===== src/rtl/cc1200_spi_slave.sv =====
// CC1200-compatible SPI mode-0 responder: header/status protocol, 48-byte register
// file, command strobes and TX/RX byte FIFOs, all oversampled by clk.
module cc1200_spi_slave #(
    parameter int unsigned FIFO_DEPTH = 16
) (
    input  logic       clk,
    input  logic       rstn,
    input  logic       SCLK,
    input  logic       MOSI,
    input  logic       CS_n,
    output logic       MISO,
    input  logic [2:0] chip_state,
    output logic       strobe,
    output logic [5:0] strobe_addr,
    output logic [7:0] tx_data,
    output logic       tx_valid,
    input  logic       tx_ready,
    input  logic [7:0] rx_data,
    input  logic       rx_valid,
    output logic       rx_full,
    output logic       err_ovf,
    output logic       err_unf
);
    localparam int unsigned AW = $clog2(FIFO_DEPTH);
    localparam logic [AW:0] FULL = {1'b1, {AW{1'b0}}};

    typedef enum logic [1:0] {IDLE, HEADER, DATA, IGNORE} state_t;

    logic [2:0] sclk_q, cs_q;
    logic [1:0] mosi_q;
    logic       sclk_rise, sclk_fall, cs_fall, cs_rise;

    always_ff @(posedge clk or negedge rstn) begin
        if (!rstn) begin
            sclk_q <= '0;
            cs_q   <= '1;
            mosi_q <= '0;
        end else begin
            sclk_q <= {sclk_q[1:0], SCLK};
            cs_q   <= {cs_q[1:0], CS_n};
            mosi_q <= {mosi_q[0], MOSI};
        end
    end

    assign sclk_rise = sclk_q[1] & ~sclk_q[2];
    assign sclk_fall = ~sclk_q[1] & sclk_q[2];
    assign cs_fall   = ~cs_q[1] & cs_q[2];
    assign cs_rise   = cs_q[1] & ~cs_q[2];

    state_t     state;
    logic [2:0] bit_cnt;
    logic [6:0] shift_in;
    logic [7:0] shift_out;
    logic       miso_r, rw, burst, unf_pend;
    logic [5:0] addr;
    logic [7:0] regs [48];

    logic [7:0]    tx_mem [FIFO_DEPTH];
    logic [7:0]    rx_mem [FIFO_DEPTH];
    logic [AW-1:0] tx_wp, tx_rp, rx_wp, rx_rp;
    logic [AW:0]   tx_cnt, rx_cnt;

    logic       byte_done, hdr_done, data_done, is_strobe, fetch;
    logic       reg_wr, tx_wr, tx_push, tx_pop, rx_push, rx_pop, rx_empty;
    logic [7:0] byte_in, fetch_byte;
    logic [5:0] next_addr;

    assign rx_empty = (rx_cnt == '0);
    assign tx_valid = (tx_cnt != '0);
    assign tx_data  = tx_valid ? tx_mem[tx_rp] : '0;
    assign rx_full  = (rx_cnt == FULL);
    assign tx_pop   = tx_valid & tx_ready;
    assign rx_push  = rx_valid & (~rx_full | rx_pop);
    assign MISO     = miso_r;

    always_comb begin
        byte_in    = {shift_in, mosi_q[1]};
        byte_done  = (state == HEADER || state == DATA) && sclk_rise && (bit_cnt == 3'd7) && !cs_rise;
        hdr_done   = byte_done && (state == HEADER);
        data_done  = byte_done && (state == DATA);
        is_strobe  = (byte_in[5:0] >= 6'h30) && (byte_in[5:0] <= 6'h3D);
        // next_addr is the address whose contents feed the byte shifted out next
        next_addr  = addr;
        if (hdr_done)
            next_addr = byte_in[5:0];
        else if (data_done && burst && addr < 6'd48)
            next_addr = (addr == 6'd47) ? '0 : addr + 6'd1;
        fetch      = (hdr_done && byte_in[7] && !is_strobe) || (data_done && rw && burst);
        reg_wr     = data_done && !rw && (addr < 6'd48);
        tx_wr      = data_done && !rw && (addr == 6'h3F);
        tx_push    = tx_wr && (tx_cnt != FULL);
        rx_pop     = fetch && (next_addr == 6'h3F) && !rx_empty;
        fetch_byte = '0;
        if (next_addr < 6'd48)
            fetch_byte = regs[next_addr];
        else if (rx_pop)
            fetch_byte = rx_mem[rx_rp];
    end

    always_ff @(posedge clk or negedge rstn) begin
        if (!rstn) begin
            state       <= IDLE;
            bit_cnt     <= '0;
            shift_in    <= '0;
            shift_out   <= '0;
            miso_r      <= 1'b0;
            rw          <= 1'b0;
            burst       <= 1'b0;
            addr        <= '0;
            unf_pend    <= 1'b0;
            strobe      <= 1'b0;
            strobe_addr <= '0;
            err_ovf     <= 1'b0;
            err_unf     <= 1'b0;
        end else begin
            strobe  <= 1'b0;
            err_ovf <= tx_wr && !tx_push;
            err_unf <= 1'b0;
            if (cs_rise) begin
                state    <= IDLE;
                miso_r   <= 1'b0;
                unf_pend <= 1'b0;
            end else begin
                case (state)
                    IDLE: if (cs_fall) begin
                        state     <= HEADER;
                        bit_cnt   <= '0;
                        miso_r    <= 1'b0;
                        shift_out <= {chip_state, 5'b0};
                        unf_pend  <= 1'b0;
                    end
                    HEADER, DATA: begin
                        if (sclk_rise) begin
                            shift_in <= byte_in[6:0];
                            bit_cnt  <= bit_cnt + 3'd1;
                            // an empty-FIFO fetch only counts once the master clocks that byte
                            if (unf_pend && bit_cnt == 3'd0) begin
                                err_unf  <= 1'b1;
                                unf_pend <= 1'b0;
                            end
                        end
                        if (sclk_fall) begin
                            miso_r    <= shift_out[7];
                            shift_out <= {shift_out[6:0], 1'b0};
                        end
                        if (byte_done) begin
                            shift_out <= fetch ? fetch_byte : '0;
                            unf_pend  <= fetch && (next_addr == 6'h3F) && rx_empty;
                            if (hdr_done) begin
                                rw    <= byte_in[7];
                                burst <= byte_in[6];
                                addr  <= byte_in[5:0];
                                if (is_strobe) begin
                                    strobe      <= 1'b1;
                                    strobe_addr <= byte_in[5:0];
                                    state       <= IGNORE;
                                end else begin
                                    state <= DATA;
                                end
                            end else begin
                                addr <= next_addr;
                                if (!burst)
                                    state <= IGNORE;
                            end
                        end
                    end
                    IGNORE: miso_r <= 1'b0;
                    default: state <= IDLE;
                endcase
            end
        end
    end

    always_ff @(posedge clk or negedge rstn) begin
        if (!rstn) begin
            for (int unsigned i = 0; i < 48; i++)
                regs[i] <= '0;
        end else if (reg_wr) begin
            regs[addr] <= byte_in;
        end
    end

    always_ff @(posedge clk) begin
        if (tx_push)
            tx_mem[tx_wp] <= byte_in;
        if (rx_push)
            rx_mem[rx_wp] <= rx_data;
    end

    always_ff @(posedge clk or negedge rstn) begin
        if (!rstn) begin
            tx_wp  <= '0;
            tx_rp  <= '0;
            tx_cnt <= '0;
            rx_wp  <= '0;
            rx_rp  <= '0;
            rx_cnt <= '0;
        end else begin
            if (tx_push)
                tx_wp <= tx_wp + AW'(1);
            if (tx_pop)
                tx_rp <= tx_rp + AW'(1);
            if (tx_push && !tx_pop)
                tx_cnt <= tx_cnt + (AW + 1)'(1);
            else if (!tx_push && tx_pop)
                tx_cnt <= tx_cnt - (AW + 1)'(1);
            if (rx_push)
                rx_wp <= rx_wp + AW'(1);
            if (rx_pop)
                rx_rp <= rx_rp + AW'(1);
            if (rx_push && !rx_pop)
                rx_cnt <= rx_cnt + (AW + 1)'(1);
            else if (!rx_push && rx_pop)
                rx_cnt <= rx_cnt - (AW + 1)'(1);
        end
    end

endmodule


===== config.mk =====
export PLATFORM = sky130hd
export DESIGN_NAME = cc1200_spi_slave
export DESIGN_NICKNAME = d
export VERILOG_FILES = /design/src/rtl/cc1200_spi_slave.sv
export SDC_FILE = /design/constraint.sdc
export NUM_CORES = 1
export LEC_CHECK = 0
export CORE_ASPECT_RATIO = 1.2
export CORE_UTILIZATION = 40
export DETAILED_ROUTE_END_ITERATION = 16
export SYNTH_ARGS = -nofsm -noshare
export SYNTH_HDL_FRONTEND = slang
export SYNTH_SLANG_ARGS = --single-unit

===== constraint.sdc =====
create_clock -name clk -period 10.4 [get_ports clk]
set_input_delay 1.56 -clock clk [delete_from_list [all_inputs] [get_ports clk]]
set_output_delay 1.56 -clock clk [all_outputs]
set_load 0.1 [all_outputs]

==> Flow_metrics.wiki, run 1 <==
{| class="wikitable"
! Metric !! Value
|-
| Startpoint types || flip-flop
|-
| DIE WIDTH || around 260 um
|-
| Origin of the worst min-delay path || mosi_q[0]
|-
| Core Region || a little under 80000 sq um
|-
| Required time reported for the critical path endpoint || 10.93 ns
|-
| Xor-xnor portion of the synthesized cell area || less than 1%
|-
| Synthesized Nets || ~2400
|-
| Worst vdd ir || roughly 0.14 mV
|-
| WL/cell || 25.2 um
|-
| Clk buf depth || 3
|-
| Clock Sink Count || 713
|-
| Dominant combinational cell family by area after synthesis || multiplexers
|-
| Total power density per cell area || roughly 190 nW/um^2
|-
| Violation count after the first detailed-routing iteration || about 1800
|-
| Number of inserted filler cells in the final layout || between 6000 and 7000
|-
| Fin nets || ~2400
|-
| Leading cell types in the layout, fill and taps excluded || dfrtp_1, mux2_2, nand2_1, edfxtp_1, mux4_2
|-
| Share of synthesized cell area in full adder, half adder and majority cells || under 10%
|-
| Vias in the first global route || roughly 21000
|-
| Total half-perimeter wirelength after legalization and detailed placement || roughly 53 mm
|-
| Mux cell area share after synthesis || slightly above 20%
|-
| Final setup violation count || 0
|-
| Post-synthesis sequential element count || 713
|-
| Cts-stage hold buffer count || 0
|-
| Measured slew at the worst slew-check pin || 1.26 ns
|-
| Slack of the worst reg-to-reg path || between 3 and 4 ns
|-
| Cell at the slowest stage of the critical path || nor3_1
|-
| H-tree depth reported by CTS || 3
|-
| Buffers plus inverters on the worst setup path || 5
|-
| Via/cell ratio || around 6
|-
| Dominant cells by area after synthesis || dfrtp_1, edfxtp_1, mux2_2
|-
| Clock tree from TritonCTS || yes
|-
| Area grow syn2layout || 12.3%
|-
| Peak per-stage delay on the critical path || about 0.70 ns
|-
| GRT Util Overall || between 20% and 30%
|-
| Relative slew slack || around 15%
|-
| Maximum net fanout on the critical path || slightly above 80
|-
| Drt pass-1 iters || 5
|-
| Startpoint of the most critical register-to-register path || state[1]
|-
| Count of mapped cells out of synthesis || 2322
|-
| Sequential cell area fraction in the yosys report || between 60 and 70%
|-
| Post-DP Area || about 33000 sq um
|-
| Mean post-synth cell area || ~14 sq um
|-
| Worst setup startpoint || state[1]
|-
| Remaining antenna violation count after routing || 0
|-
| Initial Util || between 40% and 50%
|-
| GRT overflow || 0
|-
| CTS Root Buffer Type || clkbuf_16
|-
| Max-slew violations || 0
|-
| Async SR Flop Fraction || between 60% and 70%
|-
| Highest-utilization routing layer at the global route stage || met2
|-
| Synth area leader || dfrtp_1
|-
| Crit path max-delay family || simple AND/OR/NAND/NOR gates
|-
| Warnings, synthesis || 0
|-
| Basic-gate share of the synthesized area counting and, or, nand and nor cells || 8.92%
|-
| Number of setup buffers added after CTS || 0
|-
| Result of the run || finished clean
|-
| Count of flip-flops with a built-in enable after synthesis || between 200 and 300
|-
| Storage cell area || ~19000 sq um
|-
| Die ar. || 80700 sq um
|-
| Number of max-cap violations || 0
|-
| Final Skew || 0.0336 ns
|-
| Global routing met1 resource utilization || around 28%
|-
| GRT met2 Usage || roughly 36%
|-
| GR met3 Demand/Resource || approximately 2.8%
|-
| Die Height || slightly above 300 um
|-
| Ports || 38
|-
| Fraction of the mapped netlist area in compound gates || under 10%
|-
| Clk_lat worst skew || ~0.65 ns
|-
| Largest net degree at the start of global routing || between 150 and 200
|-
| Aggregate negative setup slack || 0 ns
|-
| Area share of the largest cell type after synthesis || a little over a third
|-
| CP Capture Type || flip-flop
|-
| Critical Path AT || between 7 and 8 ns
|-
| Area of all placed cells without fillers || between 30000 and 40000 sq um
|-
| Clock transition time at the flip-flop clock pins of the worst setup and hold paths || approximately 0.060 ns
|-
| Vias post-DR || around 20000
|-
| Commonest non-fill, non-tap cell in the layout || dfrtp_1
|-
| Antenna violations before repair || 0
|-
| Synth Cell Area || 31800 sq um
|-
| Type of the tightest min-delay check || reg -> reg
|-
| First-pass GRT wire length || around 130 mm
|-
| Main synth FF type || dfrtp_1
|-
| Multi-input gate area || 12000 sq um
|-
| Number of distinct library cells after synthesis || 78
|-
| Placer Congestion || around 0.89
|-
| TritonCTS buffer count || 75
|-
| Cell chain of the critical path || inv_1 -> ha_1 -> and4bb_1 -> and2_1 -> a21o_1 -> buf_4 -> nand2_4 -> buf_4 -> inv_4 -> nand4_1 -> nor3_1 -> o21a_1 -> ha_1 -> inv_1 -> fa_1 -> a21o_1 -> a21oi_1 -> xnor2_1 -> nor2_1 -> xor2_1
|-
| Final Routed Wirelength || approximately 86 mm
|-
| Number of design rule violations left after detail routing || 0
|-
| Cts repair resizes || 0
|-
| Minimum clock period after layout || 7.16 ns
|-
| Setup repair after global routing missed its margin || false
|-
| Number of diodes || 0
|-
| Final cycle utilization of the critical path || about 69%
|-
| Static Leak || 14.5 nW
|-
| Share of cells above drive strength 1 || 28.8%
|-
| Upper clock frequency limit || 140 MHz
|-
| Count of endpoints failing hold in the final timing report || 0
|-
| Critical path type || reg -> reg
|-
| Core Rows || between 100 and 150
|-
| # port buffers || 37
|-
| WHS || roughly 0.35 ns
|}
==> Yosys cell counts, types with 22 or more instances <==
master / count
buf_2: 41
nor2_1: 68
mux2_2: 393
ha_1: 27
a21oi_1: 23
buf_1: 22
edfxtp_1: 256
a311oi_1: 37
nand3_1: 69
nand2_1: 275
dfrtp_1: 454
clkbuf_1: 87
and2_1: 32
a31oi_1: 36
a211oi_1: 53
mux2i_1: 25
inv_1: 30
mux4_2: 82
o21ai_0: 44
and3_1: 58
==> worst register-to-register path: stages, from the launching register on <==
cell and delay [ns]:
dfrtp_1 0.36, inv_1 0.08, ha_1 0.69, and4bb_1 0.55, and2_1 0.60, a21o_1 0.19
buf_4 0.52, nand2_4 0.07, buf_4 0.40, inv_4 0.62, nand4_1 0.20, nor3_1 0.70
o21a_1 0.53, ha_1 0.29, inv_1 0.11, fa_1 0.42, a21o_1 0.18, a21oi_1 0.17
xnor2_1 0.14, nor2_1 0.07, xor2_1 0.14
==> flip-flops by register name, summed over array words and instances, names as in the netlist, 4 cells and up <==
name	flops
rx_rp	4
tx_cnt	5
tx_rp	4
tx_mem	128
shift_in	7
shift_out	8
rx_cnt	5
rx_wp	4
rx_mem	128
tx_wp	4
strobe_addr	6
regs	384
addr	6
==> metrics by stage <==
stage	util, %	power (mW)	worst slack (ns)	std cells
floorplan	-	3.58	6.14	2322
global placement	42.4	3.89	3.65	3265
detailed placement	42.4	3.92	3.51	3265
CTS	45.7	6.70	3.47	3404
global route	45.7	6.88	2.96	3404
finish	45.7	6.65	3.24	3404
==> report_power, final <==
group	internal, mW	switching [mW]	leakage [nW]
Sequential	3.06	0.0591	8.63
Combinational	0.169	0.580	4.62
Clock	1.61	1.17	1.25
==> cell families (layout without fill, tap and decap cells) <==
| family | after synthesis | in the layout |
|---|---|---|
| buffers and inverters | 188 | 244 |
| AO/OA/AOI/OAI | 275 | 275 |
| multiplexers | 500 | 500 |
| AND/OR/NAND/NOR | 595 | 595 |
| flip-flops | 713 | 713 |
| adder cells (fa/ha/maj) | 29 | 29 |
| XOR/XNOR | 22 | 22 |
==> area by class of cell <==
type / instances / area share (%)
inverter: 34 / 0.368
timing repair buffer: 71 / 1.80
clock buffer: 96 / 5.79
multi-input combinational: 1421 / 33.5
tap: 1026 / 3.59
sequential: 713 / 53.6
clock inverter: 43 / 1.41
==> worst paths after layout <==
kind	end	cells past startpoint
min in group asynchronous	tx_rp[3]	1
worst min register to register	mosi_q[1]	0
max in group asynchronous	regs[116]	3
worst max register to register	rx_cnt[4]	20
worst max-delay path	rx_cnt[4]	20
worst min-delay path	mosi_q[1]	0
==> routing by layer <==
| metal | vias up | share of wire (%) |
|---|---|---|
| met5 | - | 0 |
| met4 | 0 | 4.5 |
| met3 | 185 | 5.2 |
| met2 | 643 | 49 |
| met1 | 10400 | 41 |
| li1 | 8645 | - |
Power figures use the tool's default switching activity.
==> run 2, diff against run 1 <==
clock period = 7.3 ns   (was 10.4 ns; I/O delays follow)
==> Flow_metrics.wiki, run 2 (same netlist as run 1, synthesis figures left out) <==
{| class="wikitable"
! Metric !! Value
|-
| Share of cells above drive strength 1 || 28.7% (-0.14 points)
|-
| Fin nets || 2371 (+0.34%)
|-
| Antenna violations before repair || 1 (+1)
|-
| Number of diodes || 0 (unchanged)
|-
| Final Routed Wirelength || 86.8 mm (+1.2%)
|-
| Critical path type || reg -> reg
|-
| Clock network fraction of total power || 40.5% (-1.3 points)
|-
| TritonCTS buffer count || 74 (-1.3%)
|-
| Largest register by flop count || regs
|-
| Final core utilization || 45.5% (-0.15 points)
|-
| Clock Sink Count || 713 (unchanged)
|-
| Max reg flops || 384 (unchanged)
|-
| Type of the tightest min-delay check || reg -> reg
|-
| Maximum net fanout on the critical path || 35 (-58%)
|-
| Final Skew || 0.0297 ns (-0.00393 ns)
|-
| Power Total || 9.23 mW (+39%)
|-
| Setup repair after global routing missed its margin || false
|-
| Die ar. || 80700 sq um (unchanged)
|-
| Clock tree from TritonCTS || yes
|-
| Worst vdd ir || 0.207 mV (+44%)
|-
| Initial Util || 40.7% (unchanged)
|-
| Peak per-stage delay on the critical path || 0.69 ns (about the same)
|-
| Sw Share || 27.1% (-0.20 points)
|-
| Minimum clock period after layout || 6.01 ns (-1.15 ns)
|-
| CTS Root Buffer Type || clkbuf_16
|-
| Count of endpoints failing hold in the final timing report || 0 (unchanged)
|-
| Required time reported for the critical path endpoint || 7.80 ns (-3.13 ns)
|-
| Leading cell types in the layout, fill and taps excluded || dfrtp_1, mux2_2, nand2_1, edfxtp_1, mux4_2
|-
| Relative slew slack || 19.3% (+3.9 points)
|-
| Drt pass-1 iters || 5 (unchanged)
|-
| Internal Pwr Total || 6.73 mW (+39%)
|-
| Number of max-cap violations || 0 (unchanged)
|-
| Vias post-DR || 19900 (-0.25%)
|-
| Cts repair resizes || 0 (unchanged)
|-
| Largest net degree at the start of global routing || 151 (-7.4%)
|-
| Clk buf depth || 3 (unchanged)
|-
| Critical Path AT || 6.51 ns (-1.18 ns)
|-
| Upper clock frequency limit || 167 MHz (+19%)
|-
| Commonest non-fill, non-tap cell in the layout || dfrtp_1
|-
| Sequential group share of total power || 48.5% (+1.6 points)
|-
| Switching power || 2.50 mW (+38%)
|-
| Core Rows || 112 (unchanged)
|-
| Measured slew at the worst slew-check pin || 1.21 ns (-0.0503 ns)
|-
| Core Region || 78200 sq um (unchanged)
|-
| Die Height || 311 um (unchanged)
|-
| First-pass GRT wire length || 133 mm (+0.89%)
|-
| Via/cell ratio || 5.82 (-0.40%)
|-
| # port buffers || 37 (unchanged)
|-
| Ports || 38 (unchanged)
|-
| H-tree depth reported by CTS || 3 (unchanged)
|-
| Clk_lat worst skew || 0.64 ns (about the same)
|-
| Clock transition time at the flip-flop clock pins of the worst setup and hold paths || 0.06 ns (about the same)
|-
| Part of the total power dissipated in combinational logic || 11.0% (-0.3 points)
|-
| Largest registers ranked by flip-flop count || regs x384, rx_mem x128, tx_mem x128
|-
| GRT overflow || 0 (unchanged)
|-
| Number of setup buffers added after CTS || 0 (unchanged)
|-
| Violation count after the first detailed-routing iteration || 1645 (-8.8%)
|-
| Static Leak || 14.4 nW (-0.27%)
|-
| Cell chain of the critical path || inv_1 -> ha_1 -> and4bb_1 -> and2_1 -> a21o_1 -> nand2_4 -> inv_4 -> nand4_1 -> nor3_1 -> o21a_1 -> ha_1 -> inv_1 -> fa_1 -> a21o_1 -> a21oi_1 -> xnor2_1 -> nor2_1 -> xor2_1
|-
| Number of inserted filler cells in the final layout || 6906 (-1.1%)
|-
| Result of the run || finished clean
|-
| WL/cell || 25.5 um (+1.1%)
|-
| Final setup violation count || 0 (unchanged)
|-
| WHS || 0.356 ns (+0.00987 ns)
|-
| Remaining antenna violation count after routing || 0 (unchanged)
|-
| Startpoint types || flip-flop
|-
| GRT Util Overall || 21.8% (+0.15 points)
|-
| DIE WIDTH || 259 um (unchanged)
|-
| Area grow syn2layout || 11.9%
|-
| Total power density per cell area || 259 nW/um^2 (+39%)
|-
| Aggregate negative setup slack || 0 ns (unchanged)
|-
| Number of design rule violations left after detail routing || 0 (unchanged)
|-
| CP Capture Type || flip-flop
|-
| Cell at the slowest stage of the critical path || ha_1
|-
| Cts-stage hold buffer count || 0 (unchanged)
|-
| Final cycle utilization of the critical path || 82.3% (+13 points)
|-
| Placer Congestion || 0.921 (+3.3%)
|-
| Max-slew violations || 0 (unchanged)
|-
| Vias in the first global route || 20800 (+0.27%)
|-
| Total half-perimeter wirelength after legalization and detailed placement || 53.9 mm (+0.95%)
|}
## run 2: through the flow
stage / cells / area [sq um] / worst slack (ns)
after floorplan: 2322 / 31800 / 3.42
after global placement: 3274 / 33200 / 1.63
after detailed placement: 3274 / 33200 / 1.47
after CTS: 3409 / 35600 / 1.47
after global routing: 3409 / 35600 / 1.05
final: 3409 / 35600 / 1.29
## run 2: critical path: cells and delay by family (launching register included)
kind                       cells  cell delay, ns
buffers and inverters          3            0.57
DFF                            1            0.35
xor gates and xnor gates       2            0.28
and+or+nand+nor                6            2.09
adders and majority gates      3            1.42
AOI/OAI and AO/OA              4            1.14
## run 2: final timing paths
kind                            from  slack, ns  cells after the start   endpoint
max                         state[0]       1.29                     18  rx_cnt[4]
min                        mosi_q[0]       0.36                      0  mosi_q[1]
max reg2reg                 state[0]       1.29                     18  rx_cnt[4]
min reg2reg                mosi_q[0]       0.36                      0  mosi_q[1]
max in group asynchronous       rstn       5.18                      2  mosi_q[1]
min in group asynchronous       rstn       0.48                      1   tx_rp[2]
## run 2: final cells by class
type                            instances  area (sq um)  share of cell area [%]
Multi-Input combinational cell       1421         11900                    33.6
Sequential cell                       713         19100                    53.8
Inverter                               34           131                   0.369
Clock buffer                           95          2040                    5.74
Timing Repair Buffer                   80           711                    2.00
Tap cell                             1026          1280                    3.61
Clock inverter                         40           345                   0.970
## run 2: power groups by stage
stage | Clock (mW) | Sequential [mW] | Combinational, mW
detailed placement | 0 | 4.55 | 1.02
floorplan | 0 | 4.53 | 0.577
global placement | 0 | 4.54 | 0.987
finish | 3.74 | 4.48 | 1.02
CTS | 3.81 | 4.47 | 1.02
global route | 3.96 | 4.49 | 1.10
## run 2: per-layer routing
layer / global-route usage [%] / vias up / wire, um
li1: - / 8628 / -
met1: 27.9 / 10400 / 35500
met2: 35.6 / 680 / 42000
met3: 3.34 / 197 / 4750
met4: 11.0 / 0 / 4550
met5: 0 / - / 0
==> run 3, diff against run 2 <==
clock period = 4.8 ns   (was 7.3 ns; I/O delays follow)
==> Flow_metrics.wiki, run 3 (same netlist as run 1, synthesis figures left out) <==
{| class="wikitable"
! Metric !! Value
|-
| Result of the run || finished clean
|-
| Number of diodes || 0 (unchanged)
|-
| Sequential group share of total power || 46.8% (-1.7 points)
|-
| Core Rows || 112 (unchanged)
|-
| Part of the total power dissipated in combinational logic || 10.9% (about the same)
|-
| Type of the tightest min-delay check || in -> async
|-
| Cts repair resizes || 0 (unchanged)
|-
| Sw Share || 27.1% (+0.081 points)
|-
| Final setup violation count || 0 (unchanged)
|-
| Max-slew violations || 0 (unchanged)
|-
| Highest-utilization routing layer at the global route stage || met2
|-
| Vias in the first global route || 20900 (+0.79%)
|-
| Cts-stage hold buffer count || 0 (unchanged)
|-
| Vias post-DR || 19900 (+0.43%)
|-
| Clk_lat worst skew || 0.65 ns (about the same)
|-
| TritonCTS buffer count || 78 (+5.4%)
|-
| WHS || 0.147 ns (-0.209 ns)
|-
| Max reg flops || 384 (unchanged)
|-
| Leading cell types in the layout, fill and taps excluded || dfrtp_1, mux2_2, nand2_1, edfxtp_1, buf_4
|-
| Internal Pwr Total || 10.6 mW (+57%)
|-
| Clk buf depth || 3 (unchanged)
|-
| CP most frequent cell || buf_4
|-
| Buffers plus inverters on the worst setup path || 3 (unchanged)
|-
| Commonest non-fill, non-tap cell in the layout || dfrtp_1
|-
| Maximum net fanout on the critical path || 33 (-5.7%)
|-
| Startpoint of the most critical register-to-register path || cs_q[1]
|-
| Static Leak || 14.9 nW (+2.9%)
|-
| Antenna violations before repair || 1 (unchanged)
|-
| Final Skew || 0.0292 ns (-0.000467 ns)
|-
| Critical path type || reg -> reg
|-
| Measured slew at the worst slew-check pin || 1.31 ns (+0.100 ns)
|-
| Largest registers ranked by flip-flop count || regs x384, rx_mem x128, tx_mem x128
|-
| Crit path max-delay family || simple AND/OR/NAND/NOR gates
|-
| Remaining antenna violation count after routing || 0 (unchanged)
|-
| Final cycle utilization of the critical path || 92.2% (+9.9 points)
|-
| Number of max-cap violations || 0 (unchanged)
|-
| Cell chain of the critical path || ha_1 -> and4bb_1 -> and2_1 -> buf_4 -> a21boi_1 -> nor2_4 -> buf_4 -> nor2_1 -> buf_4 -> a32oi_1 -> a31oi_1 -> o211ai_1 -> and3_1
|-
| Critical Path AT || 4.95 ns (-1.56 ns)
|-
| Largest register by flop count || regs
|-
| Violation count after the first detailed-routing iteration || 1439 (-13%)
|-
| Clock transition time at the flip-flop clock pins of the worst setup and hold paths || 0.06 ns (about the same)
|-
| Initial Util || 40.7% (unchanged)
|-
| Share of cells above drive strength 1 || 31.0% (+2.3 points)
|-
| Fin nets || 2424 (+2.2%)
|-
| Minimum clock period after layout || 4.42 ns (-1.58 ns)
|-
| R2r worst-path depth || 13 (-5)
|-
| Count of endpoints failing hold in the final timing report || 0 (unchanged)
|-
| H-tree depth reported by CTS || 3 (unchanged)
|-
| Slack of the worst reg-to-reg path || 0.38 ns (-0.92 ns)
|-
| Die ar. || 80700 sq um (unchanged)
|-
| # port buffers || 37 (unchanged)
|-
| Drt pass-1 iters || 5 (unchanged)
|-
| GR met3 Demand/Resource || 3.25% (-0.090 points)
|-
| First-pass GRT wire length || 134 mm (+0.71%)
|-
| Peak per-stage delay on the critical path || 0.72 ns (+0.03 ns)
|-
| Largest net degree at the start of global routing || 146 (-3.3%)
|-
| Global routing met1 resource utilization || 27.8% (-0.15 points)
|-
| Clock Sink Count || 713 (unchanged)
|-
| DIE WIDTH || 259 um (unchanged)
|-
| GRT Util Overall || 21.9% (+0.16 points)
|-
| Switching power || 3.94 mW (+58%)
|-
| Die Height || 311 um (unchanged)
|-
| Total power density per cell area || 400 nW/um^2 (+54%)
|-
| Number of design rule violations left after detail routing || 0 (unchanged)
|-
| Aggregate negative setup slack || 0 ns (unchanged)
|-
| Placer Congestion || 0.948 (+3.0%)
|-
| Clock network fraction of total power || 42.2% (+1.7 points)
|-
| Terminus of the critical flop-to-flop path || shift_out[1]
|-
| Via/cell ratio || 5.75 (-1.3%)
|-
| CTS Root Buffer Type || clkbuf_16
|-
| Clock tree from TritonCTS || yes
|-
| Required time reported for the critical path endpoint || 5.33 ns (-2.47 ns)
|-
| WL/cell || 25.0 um (-2.0%)
|-
| Worst vdd ir || 0.361 mV (+74%)
|-
| Final Routed Wirelength || 86.5 mm (-0.33%)
|-
| Setup repair after global routing missed its margin || false
|-
| Cell at the slowest stage of the critical path || nor2_1
|-
| GRT met2 Usage || 36.6% (+0.97 points)
|-
| Number of inserted filler cells in the final layout || 6903 (-0.043%)
|-
| GRT overflow || 0 (unchanged)
|-
| Total half-perimeter wirelength after legalization and detailed placement || 55.1 mm (+2.1%)
|-
| Worst slack at placement || 0.471 ns (-1.00 ns)
|-
| Core Region || 78200 sq um (unchanged)
|-
| Setup ws final || 0.375 ns (-0.920 ns)
|-
| Area grow syn2layout || 14.1%
|-
| CP Capture Type || flip-flop
|-
| Ports || 38 (unchanged)
|-
| Upper clock frequency limit || 226 MHz (+36%)
|-
| Startpoint types || flip-flop
|-
| Relative slew slack || 12.1% (-7.3 points)
|-
| Number of setup buffers added after CTS || 0 (unchanged)
|}
-- run 3: changes by cell type in the layout (fill, tap and decap cells not counted), moves of 6 or more --
cell	previous run	this run
clkdlybuf4s50_1	36	28
buf_4	42	93
buf_12	1	7
clkinv_1	13	7
-- run 3: power groups by stage --
| stage | Sequential (mW) | Clock, mW | Combinational (mW) |
|---|---|---|---|
| 6_report | 6.80 | 6.13 | 1.59 |
| 5_1_grt | 6.82 | 6.49 | 1.73 |
| 4_1_cts | 6.80 | 6.26 | 1.58 |
| 3_5_place_dp | 6.91 | 0 | 1.58 |
| 3_3_place_gp | 6.90 | 0 | 1.54 |
| 2_1_floorplan | 6.89 | 0 | 0.877 |
-- run 3: stage by stage --
step / std cells / area (sq um) / utilization, % / total power, mW
floorplan: 2322 / 31800 / - / 7.77
global placement: 3323 / 33600 / 43.0 / 8.44
detailed placement: 3323 / 33600 / 43.0 / 8.49
CTS: 3468 / 36300 / 46.4 / 14.6
global route: 3468 / 36300 / 46.4 / 15.0
finish: 3468 / 36300 / 46.4 / 14.5
-- run 3: layer usage --
metal / up-vias / part of all wire (%) / routed length, um
li1: 8756 / - / -
met3: 171 / 4.6 / 4020
met5: - / 0.015 / 13
met1: 10400 / 41 / 35200
met4: 2 / 4.7 / 4090
met2: 564 / 50 / 43200
-- run 3: worst register-to-register path, stage by stage, from the launching register on --
cell      delay, ns
dfstp_2        0.54
ha_1           0.23
and4bb_1       0.22
and2_1         0.27
buf_4          0.22
a21boi_1       0.37
nor2_4         0.08
buf_4          0.29
nor2_1         0.72
buf_4          0.34
a32oi_1        0.08
a31oi_1        0.45
o211ai_1       0.24
and3_1         0.25
-- run 3: final cells by class --
class,count,area (sq um),area share [%]
Sequential cell,713,19100,52.7
Multi-Input combinational cell,1421,11900,32.9
Clock buffer,100,2120,5.85
Tap cell,1026,1280,3.54
Timing Repair Buffer,129,1130,3.12
Clock inverter,45,533,1.47
Inverter,34,131,0.362
-- run 3: worst max path at each step --
stage / endpoint / depth (start not counted) / slack, ns / startpoint
after detailed placement: shift_out[1] / 13 / 0.47 / cs_q[1]
after global placement: shift_out[1] / 13 / 0.40 / cs_q[1]
after CTS: shift_out[1] / 13 / 0.44 / cs_q[1]
after global routing: rx_cnt[4] / 18 / 0.18 / state[1]
final: shift_out[1] / 13 / 0.38 / cs_q[1]
after floorplan: rx_cnt[4] / 20 / 0.92 / cs_q[2]
==> patch (config.mk and constraints of run 1) <==
Put one more register stage on the output `err_ovf`, without a reset. The value now appears one clock later. The other outputs are not delayed to match.
--- a/src/rtl/cc1200_spi_slave.sv
+++ b/src/rtl/cc1200_spi_slave.sv
@@ -26,6 +26,8 @@
 
     typedef enum logic [1:0] {IDLE, HEADER, DATA, IGNORE} state_t;
 
+    logic err_ovf_s0;
+
     logic [2:0] sclk_q, cs_q;
     logic [1:0] mosi_q;
     logic       sclk_rise, sclk_fall, cs_fall, cs_rise;
@@ -110,11 +112,11 @@
             unf_pend    <= 1'b0;
             strobe      <= 1'b0;
             strobe_addr <= '0;
-            err_ovf     <= 1'b0;
+            err_ovf_s0  <= 1'b0;
             err_unf     <= 1'b0;
         end else begin
             strobe  <= 1'b0;
-            err_ovf <= tx_wr && !tx_push;
+            err_ovf_s0 <= tx_wr && !tx_push;
             err_unf <= 1'b0;
             if (cs_rise) begin
                 state    <= IDLE;
@@ -215,5 +217,9 @@
         end
     end
 
+    always_ff @(posedge clk) begin
+        err_ovf <= err_ovf_s0;
+    end
+
 endmodule
 
Check against the original RTL: not settled (the Yosys comparison gave no result); the edit may change what the design does.
==> patch against run 1 <==
- wire length rose by 0.13%
- sequential cell count up 1
- power increased by 0.49%
- area after synthesis about the same
- setup slack better by 0.011 ns
- design area up 0.18%
- synthesized cell count is essentially flat
- utilization is 0.083 points higher
- critical path type unchanged
- critical endpoint unchanged
==> patch: results (changes against run 1) <==
| Metric | Value |
|---|---|
| GR Util met1 | `0.276 (was 0.281)` |
| Global-route wire length before repair | `133000 um (was 132000 um)` |
| Maximum fanout along the worst path | `59 (was 83)` |
| Fillcell total | `6866 (was 6984)` |
| Psw | `0.00180 W (was 0.00181 W)` |
| Sequential share of the synthesized area | `0.602 (was 0.601)` |
| Initial antenna violation count | `1 (was 0)` |
| Fraction of final layout cells sized beyond drive strength 1 | `0.287 (was 0.288)` |
| Iteration-0 DRC Markers | `1655 (was 1804)` |
| Wirelength, routed | `85900 um (was 85800 um)` |
| Clock Sinks | `714 (was 713)` |
| Count of cell types in the netlist | `79 (was 78)` |
| Worst Tran Pin Value | `1.25 ns (was 1.26 ns)` |
| Clock Skews | `0.0487 ns (was 0.0336 ns)` |
| Metal-1 WL | `34700 um (was 35300 um)` |
| Gr usage total | `0.217 (was 0.216)` |
| Vias in the first global route | `20900 (was 20700)` |
| Maximum VDD drop | `0.169 mV (was 0.144 mV)` |
| Synth area leaders | `dfrtp_1 (36%), edfxtp_1 (24%), mux2_2 (14%), mux4_2 (5.8%), nand2_1 (3.2%) (unchanged)` |
| CTS Buf Count | `76 (was 75)` |
| Leakage | `14.5 nW (about the same)` |
| NonClk Buf Share | `0.0179 (was 0.0180)` |
| Status | `finished clean (unchanged)` |
| Clock buf count | `101 (was 96)` |
| Clock tree cell share of total cell area | `0.0733 (was 0.0720)` |
| Bufs w/o clock | `69 (was 71)` |
| Clock group power | `0.00282 W (was 0.00278 W)` |
## patch: cell count changes after synthesis, sizes merged
cell,before,now
dfxtp,0,1
## patch: cells by family after synthesis
group	synth area share
XOR/XNOR	0.00605
AO/OA/AOI/OAI	0.0622
buffers and inverters	0.0243
multiplexers	0.205
adder cells (fa/ha/maj)	0.0119
AND/OR/NAND/NOR	0.0891
flip-flops	0.602
## patch: metrics by stage
| stage | utilization | worst slack, ns | total power, W | instances | area (um2) |
|---|---|---|---|---|---|
| floorplan | - | 6.14 | 0.00359 | 2323 | 31800 |
| global placement | 0.424 | 3.50 | 0.00389 | 3264 | 33200 |
| detailed placement | 0.424 | 3.48 | 0.00391 | 3264 | 33200 |
| CTS | 0.458 | 3.43 | 0.00674 | 3405 | 35800 |
| global route | 0.458 | 2.86 | 0.00691 | 3405 | 35800 |
| finish | 0.458 | 3.25 | 0.00668 | 3405 | 35800 |
